$ cat config.mk
export PLATFORM = sky130hd
export DESIGN_NAME = mem_stage_lsu
export DESIGN_NICKNAME = d
export VERILOG_FILES = /design/src/rtl/mem_stage_lsu.sv
export SDC_FILE = /design/constraint.sdc
export NUM_CORES = 1
export LEC_CHECK = 0
export ABC_AREA = 1
export CAP_MARGIN = 10
export CELL_PAD_IN_SITES_DETAIL_PLACEMENT = 0
export CELL_PAD_IN_SITES_GLOBAL_PLACEMENT = 1
export CORE_ASPECT_RATIO = 1.4
export CORE_UTILIZATION = 20
export CTS_CLUSTER_SIZE = 25
export DETAILED_ROUTE_END_ITERATION = 8
export GPL_ROUTABILITY_DRIVEN = 1
export PLACE_DENSITY = 0.88
export SLEW_MARGIN = 10
export SYNTH_ARGS = -nofsm -noshare
export SYNTH_HDL_FRONTEND = slang
export SYNTH_SLANG_ARGS = --single-unit
$ cat constraint.sdc
create_clock -name clk -period 3.6 [get_ports clk]
set_input_delay 1.08 -clock clk [delete_from_list [all_inputs] [get_ports clk]]
set_output_delay 1.08 -clock clk [all_outputs]
set_load 0.005 [all_outputs]
$ cat src/rtl/mem_stage_lsu.sv
// mem_stage_lsu: MEM-stage load/store unit for the 5-stage RV32I pipeline.
// It runs a req/gnt/rvalid handshake with data memory and steers store bytes onto lanes.
// It sign- or zero-extends load data and raises StallM while an access is outstanding.
// The optional misaligned-access trap is compiled in with `define MISALIGN_TRAP_EN.
module mem_stage_lsu #(
   parameter int TIMEOUT = 16
) (
   input  logic        clk,
   input  logic        reset,
   input  logic [31:0] ALUResultM,
   input  logic [31:0] WriteDataM,
   input  logic [1:0]  ResultSrcM,
   input  logic        MemWriteM,
   input  logic [2:0]  Funct3M,
   output logic        mem_req,
   output logic        mem_we,
   output logic [31:0] mem_addr,
   output logic [3:0]  mem_be,
   output logic [31:0] mem_wdata,
   input  logic        mem_gnt,
   input  logic        mem_rvalid,
   input  logic [31:0] mem_rdata,
   output logic [31:0] ReadDataM,
   output logic        StallM,
   output logic        BusErrM,
   output logic        MisalignM
);

   typedef enum logic [1:0] {
      IDLE,
      WAIT_GNT,
      WAIT_RVALID
   } state_t;

   localparam logic [4:0] CNT_LAST = 5'(TIMEOUT - 1);

   state_t      state, state_next;
   logic [4:0]  cnt, cnt_next;

   logic        is_store, is_load, f3_ok, trap, access;
   logic [3:0]  be;
   logic [31:0] wdata, load_ext;
   logic        req, stall, bus_err, load_done;

   // Decode the access: kind, legal funct3, optional misalignment trap.
   always_comb begin
      // NOTE: every signal written here gets a default first, so no path can infer a latch.
      is_store = MemWriteM;
      is_load  = !MemWriteM && (ResultSrcM == 2'b01);
      if (is_store)
         f3_ok = Funct3M inside {3'b000, 3'b001, 3'b010};
      else
         f3_ok = Funct3M inside {3'b000, 3'b001, 3'b010, 3'b100, 3'b101};
      trap = 1'b0;
`ifdef MISALIGN_TRAP_EN
      if ((is_store || is_load) && f3_ok) begin
         if (Funct3M[1:0] == 2'b01 && ALUResultM[0])
            trap = 1'b1;
         else if (Funct3M[1:0] == 2'b10 && ALUResultM[1:0] != 2'b00)
            trap = 1'b1;
      end
`endif
      access = (is_store || is_load) && f3_ok && !trap;
   end

   // Byte-lane steering for stores and byte enables for all accesses.
   always_comb begin
      be    = 4'b0000;
      wdata = WriteDataM;
      case (Funct3M[1:0])
         2'b00: begin
            be    = 4'b0001 << ALUResultM[1:0];
            wdata = {4{WriteDataM[7:0]}};
         end
         2'b01: begin
            be    = 4'b0011 << {ALUResultM[1], 1'b0};
            wdata = {2{WriteDataM[15:0]}};
         end
         default: begin
            be    = 4'b1111;
            wdata = WriteDataM;
         end
      endcase
   end

   // Load data selection and sign/zero extension from the returned word.
   always_comb begin
      logic [7:0]  sel_byte;
      logic [15:0] sel_half;
      sel_byte = 8'h00;
      case (ALUResultM[1:0])
         2'b00:   sel_byte = mem_rdata[7:0];
         2'b01:   sel_byte = mem_rdata[15:8];
         2'b10:   sel_byte = mem_rdata[23:16];
         default: sel_byte = mem_rdata[31:24];
      endcase
      sel_half = ALUResultM[1] ? mem_rdata[31:16] : mem_rdata[15:0];
      case (Funct3M)
         3'b000:  load_ext = {{24{sel_byte[7]}}, sel_byte};
         3'b001:  load_ext = {{16{sel_half[15]}}, sel_half};
         3'b010:  load_ext = mem_rdata;
         3'b100:  load_ext = {24'h000000, sel_byte};
         3'b101:  load_ext = {16'h0000, sel_half};
         default: load_ext = 32'h0000_0000;
      endcase
   end

   // Handshake FSM: next state, wait counter and raw request/stall/error decisions.
   always_comb begin
      state_next = state;
      cnt_next   = cnt;
      req        = 1'b0;
      stall      = 1'b0;
      bus_err    = 1'b0;
      load_done  = 1'b0;
      case (state)
         IDLE: begin
            if (access) begin
               req = 1'b1;
               if (mem_gnt) begin
                  if (!is_store) begin
                     state_next = WAIT_RVALID;
                     stall      = 1'b1;
                  end
               end else begin
                  state_next = WAIT_GNT;
                  stall      = 1'b1;
               end
            end
         end
         WAIT_GNT: begin
            if (mem_gnt) begin
               req = 1'b1;
               if (is_store) begin
                  state_next = IDLE;
               end else begin
                  state_next = WAIT_RVALID;
                  stall      = 1'b1;
               end
            end else if (cnt == CNT_LAST) begin
               bus_err    = 1'b1;
               state_next = IDLE;
            end else begin
               req      = 1'b1;
               stall    = 1'b1;
               cnt_next = cnt + 5'd1;
            end
         end
         WAIT_RVALID: begin
            if (mem_rvalid) begin
               load_done  = 1'b1;
               state_next = IDLE;
            end else if (cnt == CNT_LAST) begin
               bus_err    = 1'b1;
               state_next = IDLE;
            end else begin
               stall    = 1'b1;
               cnt_next = cnt + 5'd1;
            end
         end
         default: state_next = IDLE;
      endcase
      if (state_next != state)
         cnt_next = 5'd0;
   end

   // State and wait counter registers; reset drops any in-flight access.
   always_ff @(posedge clk or posedge reset) begin
      // NOTE: sequential state uses non-blocking assignments so all registers update together.
      if (reset) begin
         state <= IDLE;
         cnt   <= 5'd0;
      end else begin
         state <= state_next;
         cnt   <= cnt_next;
      end
   end

   // Output drive: everything that matters to the pipeline is forced low while reset is high.
   always_comb begin
      mem_req   = req && !reset;
      mem_we    = mem_req && is_store;
      mem_addr  = {ALUResultM[31:2], 2'b00};
      mem_be    = mem_req ? be : 4'b0000;
      mem_wdata = wdata;
      StallM    = stall && !reset;
      BusErrM   = bus_err && !reset;
      ReadDataM = (load_done && !reset) ? load_ext : 32'h0000_0000;
      MisalignM = trap && (state == IDLE) && !reset;
   end

endmodule

# Word-level counts from Yosys, hierarchy flattened
# Index checks and enable logic that the tools add are counted.
# classes
n_addsub,1
n_mul,0
n_div,0
n_lt_le_gt_ge,0
n_eq_ne,14
n_shift,2
muxes,37
bitwise_logic,0
reduce_logical,18
# op_table
cell,n
$pmux W32 S5,1
$pmux W32 S2,1
$mux W32,1
$pmux W8 S3,1
$mux W5,4
$mux W16,1
$mux W1,14
$mux W2,7
$pmux W5 S2,1
$eq A2 B1 Y1 const B,4
$pmux W4 S2,1
$logic_and A1 B1 Y1,7
$eq A3 B3 Y1 const B,2
$logic_not A2 Y1,3
$ne A3 B3 Y1 const B,2
$pmux W2 S3,1
$reduce_bool A3 Y1,2
$add A5 B1 Y5 const B,1
$eq A5 B4 Y1 const B,1
$reduce_bool A5 Y1,1
$eq A2 B2 Y1 const B,2
$mux W4,1
$pmux W1 S2,2
$shl A1 B2 Y4 const A,1
9 further kinds,10
# word_totals
ff_bits,7
latch_bits,0
mem_bits_rw,0
rom_bits,0
inputBits,106
output_inout_bits,105
wordCells,74
mem_count,0

# Depth between registers and ports, before layout
# Gate-level depths: netlist of the first run.
# depth
ltp_word,9
depth_mapped,14
mapped_depth_nobuf,14

# Least setup slack after synthesis of the first run
# No wires, ideal clock.
# synth_path
kind,input to output
startpoint,input ALUResultM[1]
endpoint,output ReadDataM[21]
t_arrival_ps,2032
required_time_ps,2520
slack_ps,488
cell_stages,8
path_buffers,3
path_cell_list,buf_6 inv_1 buf_4 nand3_1 o21ai_4 nand2_4 buf_8 a31oi_2
# synth_via
elab_chain_cells,4
word_cells_on_any_way,7
cone_classes,eq/ne: 2; mux: 4; reduce/logical: 1
# synth_rtl
item,line,source
"start, declared",10,"input logic [31:0] ALUResultM,"
"$eq A2 B2 Y1, or another cell as far along",91,case (ALUResultM[1:0])
$pmux W8 S3,91,
$pmux W32 S5 (*),98,case (Funct3M)
$mux W32 (*),188,ReadDataM = (load_done && !reset) ? load_ext : 32'h0000_0000;
"end, declared",23,"output logic [31:0] ReadDataM,"
# Every way passes the cells marked *; elsewhere a longest branch is shown, timed or not.

# Final worst setup path of the first run
# layout_path
startpoint,input ResultSrcM[0]
endpoint,output StallM
# layout_via
elab_chain_cells,7
# layout_rtl
item,line,source
"start, declared",12,"input logic [1:0] ResultSrcM,"
$eq A2 B1 Y1,49,is_load = !MemWriteM && (ResultSrcM == 2'b01);
$logic_and A1 B1 Y1,49,
$logic_or A1 B1 Y1,63,access = (is_store || is_load) && f3_ok && !trap;
$logic_and A1 B1 Y1,63,
$mux W1,118,if (access) begin
$pmux W1 S3,116,case (state)
$logic_and A1 B1 Y1,186,StallM = stall && !reset;
"end, declared",24,"output logic StallM,"
# No other way between the ends.

==> flow_summary.toml, run 1 <==
[clocking]
insertion_delay_ps = 240
htreeDepth = 1
tritoncts = "yes"
root_buffer = "clkbuf_16"
clkSinkCount = 7
cts-buffers-inserted = 3
clkTransAtPathRegs_ps = 30
cts_buffer_depth = 2

[synth]
yosysWarnings = 0
synth.mux.area_fraction_pct = 0.5070
synth_edf_count = 0
synth_top_area_cell = "nand2_1"
yosysTopAreaCellShare_pct = 18.76
synth_top_family_by_area = "compound AO/OA/AOI/OAI gates"
synth-adder-area-share_pct = 3.380
netlist_area_um2 = 2221
ys_types = 38
ys_ff_latch = 7
synthFlopType = "dfrtp_1"
synthXorXnorAreaFrac_pct = 1.183
ys_seq_area_share_pct = 7.887
synth_area_leaders = "nand2_1, buf_4, dfrtp_1"
avgSynthCellArea_um2 = 6.002
yosys.area_share.simple_pct = 29.80
async_flop_share_pct = 100.0
syn_inst = 370
synth_compound_area_share_pct = 30.31

[setup_path]
crit_fanout = 2
cp-start-kind = "input pin"
critPathMaxStageDelay_ps = 470
worstPathArrival_ps = 2430
crit_path_end_kind = "output port"
path_class = "input pin to output port"
cp.required_ps = 2520
crit_path_cell_trace = "clkdlybuf4s50_1 -> nand2_2 -> nand2_1 -> nand4_1 -> nand2_2 -> nand2_1 -> a211oi_2 -> clkdlybuf4s15_1"
slowest_stage = "clkdlybuf4s50_1"

[cells_and_area]
fin_cells = 658
area_growth_pct = 76.90
final_area_um2 = 3929
nFillCells = 1154
layout_commonest_cell = "nand2_1"
layout_common_cells = "nand2_1, clkdlybuf4s50_1, inv_1, buf_4, dlygate4sd2_1"
nNetsFinal = 629
drive_above_1_share_pct = 24.61

[die]
coreArea_um2 = 10810
start_util_pct = 20.54
die_w_um = 91.06
die_height_um = 126.7
die_area_um2 = 11540
fp-row-count = 45
ios = 211

[place]
dpl.hpwl_um = 7440
dp_cells = 644
gp_congestion = 0.8115
postPlaceCellArea_um2 = 3816
port_buffers = 147

[routing]
drt_wl_total_um = 9521
num_vias = 2954
ant_nets = 0
wl_per_cell_um = 14.47
via_per_inst = 4.489
first_iter_violations = 164
drcViolationCount = 0
dr.pass1.iters = 4

[power_and_ir_drop]
p_per_area_nw_per_um2 = 226.4
p_leak_nw = 1.851
vdd_ir_drop_max_mv = 0.2735

[sta]
setup_violations = 0
skew_ps = 8.130
min_period_ps = 3514
rsz0062_at_grt = "no"
final_max_slew_viol_count = 0
min_period_over_period_pct = 97.60
final_hold_viol_count = 0
max_freq_ghz = 0.2846

[global_routing]
grt_overflow = 0
track_usage_pct = 15.71
grt_pass1_wl_um = 14610
antenna_found_initial = 1
grt_max_degree = 33
grt_pass1_vias = 2945

[worst_hold_path]
min_path_type = "register to register"

[run]
maxCapViolCount = 0

[run_status]
status = "complete, no violations"
-- critical path, delay by kind of cell --
| family | cells | cell delay (ps) |
|---|---|---|
| buffers and inverters | 2 | 700 |
| AND/OR/NAND/NOR | 5 | 450 |
| AO/OA/AOI/OAI | 1 | 200 |
-- cells by family (layout without fill, tap and decap cells) --
family                   Yosys count  after routing
other                              1              4
flip-flops                         7              7
AO/OA/AOI/OAI                     92             92
adder cells (fa/ha/maj)            6              6
XOR/XNOR                           3              3
multiplexers                       1              1
AND/OR/NAND/NOR                  156            157
buffers and inverters            104            247
-- layout make-up --
type | count | area, um^2 | area share [%]
Timing Repair Buffer | 196 | 1774 | 45.16
Clock buffer | 4 | 78.83 | 2.006
Sequential cell | 7 | 175.2 | 4.459
Tap cell | 141 | 176.4 | 4.490
Multi-Input combinational cell | 262 | 1541 | 39.24
Inverter | 47 | 180.2 | 4.586
Antenna cell | 1 | 2.502 | 0.06369
-- power by group --
part	switching [mW]	total, mW	leakage (nW)	internal, mW
Combinational	0.299	0.586	1.72	0.287
Clock	0.0488	0.197	0.0382	0.148
Sequential	0.0143	0.107	0.0955	0.0922
-- through the flow --
stage | power [mW] | hold WS [ps] | utilization [%] | setup TNS (ps) | setup WS (ps)
floorplan | 0.4082 | 547.5 | - | 0 | 487.9
global placement | 0.6704 | 562.3 | 35.30 | -24840 | -541.7
detailed placement | 0.6875 | 600.8 | 35.30 | -26360 | -544.1
CTS | 0.8823 | 612.2 | 36.49 | 0 | 0.07105
global route | 0.9591 | 618.5 | 36.34 | 0 | 7.649
finish | 0.8895 | 609.2 | 36.34 | 0 | 86.32
-- registers in the layout, summed over array words and instances (netlist names) --
name   cells
cnt        5
state      2
-- synth_stat cells (4+ instances only) --
cell type,n
o21ai_0,15
nand2_1,111
a22oi_1,7
ha_1,6
nand4_1,4
a31oi_2,11
nand2_4,4
o21a_1,7
a21oi_1,22
buf_2,4
nor2_1,24
a31oi_1,5
o211ai_1,8
inv_1,42
o2111ai_1,7
buf_4,44
dfrtp_1,7
nand3_1,7
-- layer usage --
layer	vias up	global-route usage (%)	wire length, um
met2	110	29.01	4854
met1	1336	17.27	3721
met4	0	8.497	434
met5	-	0	0
li1	1469	-	-
met3	39	2.038	510
-- worst paths after layout --
path	from	to	slack, ps	cells past startpoint
min in group asynchronous	reset	state[1]$_DFF_PP0_	1210	3
max reg2reg	cnt[0]$_DFFE_PP0P_	cnt[3]$_DFFE_PP0P_	1400	15
min	cnt[0]$_DFFE_PP0P_	cnt[0]$_DFFE_PP0P_	610	2
min reg2reg	cnt[0]$_DFFE_PP0P_	cnt[0]$_DFFE_PP0P_	610	2
max	ResultSrcM[0]	StallM	90	8
max in group asynchronous	reset	cnt[2]$_DFFE_PP0P_	2260	3
-- timing repair --
item / CTS / global route
pin swaps: 5 / 3
endpoints found under the hold margin: 0 / 0
gates cloned: 1 / 3
gates resized for setup: 99 / 55
setup buffers: 5 / 0
endpoints found under the setup margin: 64 / 43
hold buffers: 0 / 0
No activity file was read; power rests on OpenSTA's default activity.
==> run 2, diff against run 1 <==
--- a/config.mk
+++ b/config.mk
@@ -10,11 +10,11 @@
 export CELL_PAD_IN_SITES_DETAIL_PLACEMENT = 0
 export CELL_PAD_IN_SITES_GLOBAL_PLACEMENT = 1
 export CORE_ASPECT_RATIO = 1.4
-export CORE_UTILIZATION = 20
+export CORE_UTILIZATION = 17
 export CTS_CLUSTER_SIZE = 25
 export DETAILED_ROUTE_END_ITERATION = 8
 export GPL_ROUTABILITY_DRIVEN = 1
-export PLACE_DENSITY = 0.88
+export PLACE_DENSITY = 0.8
 export SLEW_MARGIN = 10
 export SYNTH_ARGS = -nofsm -noshare
 export SYNTH_HDL_FRONTEND = slang
==> constraint.sdc (replaced) <==
create_clock -name clk -period 2.8 [get_ports clk]
set_input_delay 0.84 -clock clk [delete_from_list [all_inputs] [get_ports clk]]
set_output_delay 0.84 -clock clk [all_outputs]
set_load 0.005 [all_outputs]
==> flow_summary.toml, run 2 (synthesis gave the netlist of run 1 again) <==
[run_status]
status = "complete, but fails checks"
violations = "design-rule violations, negative setup slack"

[clocking]
clkSinkCount = 7
cts_hold_buf = 0
cts-buffers-inserted = 3
tritoncts = "yes"
insertion_delay_ps = 230
root_buffer = "clkbuf_16"
htreeDepth = 1
clkTransAtPathRegs_ps = 40
cts_buffer_depth = 2

[die]
coreArea_um2 = 12810
ios = 211
start_util_pct = 17.33
die_w_um = 98.60
die_area_um2 = 13530
fp-row-count = 49
die_height_um = 137.2

[cells_and_area]
nFillCells = 1347
area_growth_pct = 110.7
fin_cells = 719
regMostFlops = "cnt"
nNetsFinal = 679
register_area_um2 = 175.2
n_antenna_cell = 0
largest_reg_flops = 5
drive_above_1_share_pct = 44.52
reg_top3 = "cnt x5, state x2"
layout_common_cells = "nand2_1, buf_4, clkdlybuf4s50_1, buf_2, inv_1"
multi_input_area_um2 = 1842
final_area_um2 = 4679
layout_commonest_cell = "nand2_1"

[setup_path]
critPathMaxStageDelay_ps = 170
reg2reg_to = "cnt[1]$_DFFE_PP0P_"
timing.rr.start = "cnt[0]$_DFFE_PP0P_"
crit_fanout = 8
crit_path_end_kind = "output port"
cp_top_family = "buffers and inverters"
cp-start-kind = "input pin"
path_class = "input pin to output port"
reg2reg_depth = 16
worst-path-stages = 11
cp.required_ps = 1960
slowest_stage = "buf_16"
crit_path_cell_trace = "buf_8 -> buf_6 -> nor2_4 -> nand2_2 -> nand4_1 -> nand3_1 -> inv_2 -> nand2_8 -> buf_16 -> a31oi_4 -> buf_2"
crit_buf_inv = 5
reg2reg_slack_ps = 680
worstPathArrival_ps = 2020

[sta]
skew_ps = 1.594
timing.final.ws_setup_ps = -60.32
final_max_slew_viol_count = 0
rsz0062_at_grt = "yes"
setup_violations = 22
final_hold_viol_count = 0
fin_hold_ws_ps = 627.6
min_period_over_period_pct = 102.2
min_period_ps = 2860
max_freq_ghz = 0.3496

[place]
postPlaceCellArea_um2 = 4021
dp_cells = 678
port_buffers = 147
gp_congestion = 0.8359
dpl.hpwl_um = 7681

[routing]
dr.pass1.iters = 8
drt_wl_total_um = 10480
num_vias = 3176
wl_per_cell_um = 14.57
first_iter_violations = 70
via_per_inst = 4.417
ant_nets = 0
drcViolationCount = 2

[power_and_ir_drop]
p_leak_nw = 2.208
power_mw = 1.337
vdd_ir_drop_max_mv = 0.1776
p_per_area_nw_per_um2 = 285.7

[run]
maxCapViolCount = 0

[worst_hold_path]
hold_start = "cnt[4]$_DFFE_PP0P_"
min_path_type = "register to register"
min_to = "cnt[4]$_DFFE_PP0P_"
hold_depth = 4

[global_routing]
grt_max_degree = 31
grt_pass1_vias = 3334
grt_overflow = 0
grt_pass1_wl_um = 16170
track_usage_pct = 14.80
antenna_found_initial = 0
[run 2: cell types whose count changed in the layout (fill, tap and decap cells not counted), moves of 11 or more]
cell             previous run  this run
clkdlybuf4s50_1            89        60
a31oi_4                     1        12
nand2_2                     3        14
nand2_1                   108        94
buf_4                      37        77
buf_2                       8        33
[run 2: timing repair]
action / CTS / global route
gates resized for setup: 273 / 87
gates cloned: 3 / 2
buffers inserted: 27 / 6
pin swaps: 31 / 33
setup endpoints to repair: 64 / 58
[run 2: per-layer routing]
layer	part of all wire, %	global-route usage, %	vias up
li1	-	-	1566
met1	35	14.23	1444
met2	55	31.38	126
met3	6.6	2.232	40
met4	3.2	4.892	0
met5	0	0	-
[run 2: power by group]
part / leakage, nW / internal (mW) / switching (mW)
registers: 0.0955 / 0.119 / 0.0102
clock network: 0.0382 / 0.189 / 0.0492
logic: 2.07 / 0.495 / 0.475
[run 2: area by class of cell]
type                    count  share of cell area (%)
well taps                 153                   4.091
repair buffers            247                   47.14
clock buffers               4                   1.684
inverters                  47                   3.984
multi-input cells         261                   39.36
flip-flops and latches      7                   3.743
[run 2: through the flow]
stage	setup slack (ps)	util, %	setup TNS, ps
finish	-60.32	36.52	-841.2
floorplan	167.9	-	0
detailed placement	-912.0	31.38	-50270
global route	-144.4	36.52	-3051
CTS	-85.02	35.10	-951.5
global placement	-914.3	31.38	-49740
[run 2: worst min-delay path, cell delays in order (launching register included)]
cell	delay (ps)
dfrtp_1	340
nand2_1	50
o21ai_0	60
inv_1	40
nor2_1	90
[run 2: how the worst max path moves through the flow]
stage / endpoint / start
after floorplan: ReadDataM[21] / ALUResultM[1]
after global placement: mem_be[3] / Funct3M[1]
after detailed placement: ReadDataM[8] / Funct3M[0]
after CTS: ReadDataM[17] / ALUResultM[1]
after global routing: ReadDataM[26] / ALUResultM[0]
final: ReadDataM[27] / ALUResultM[0]
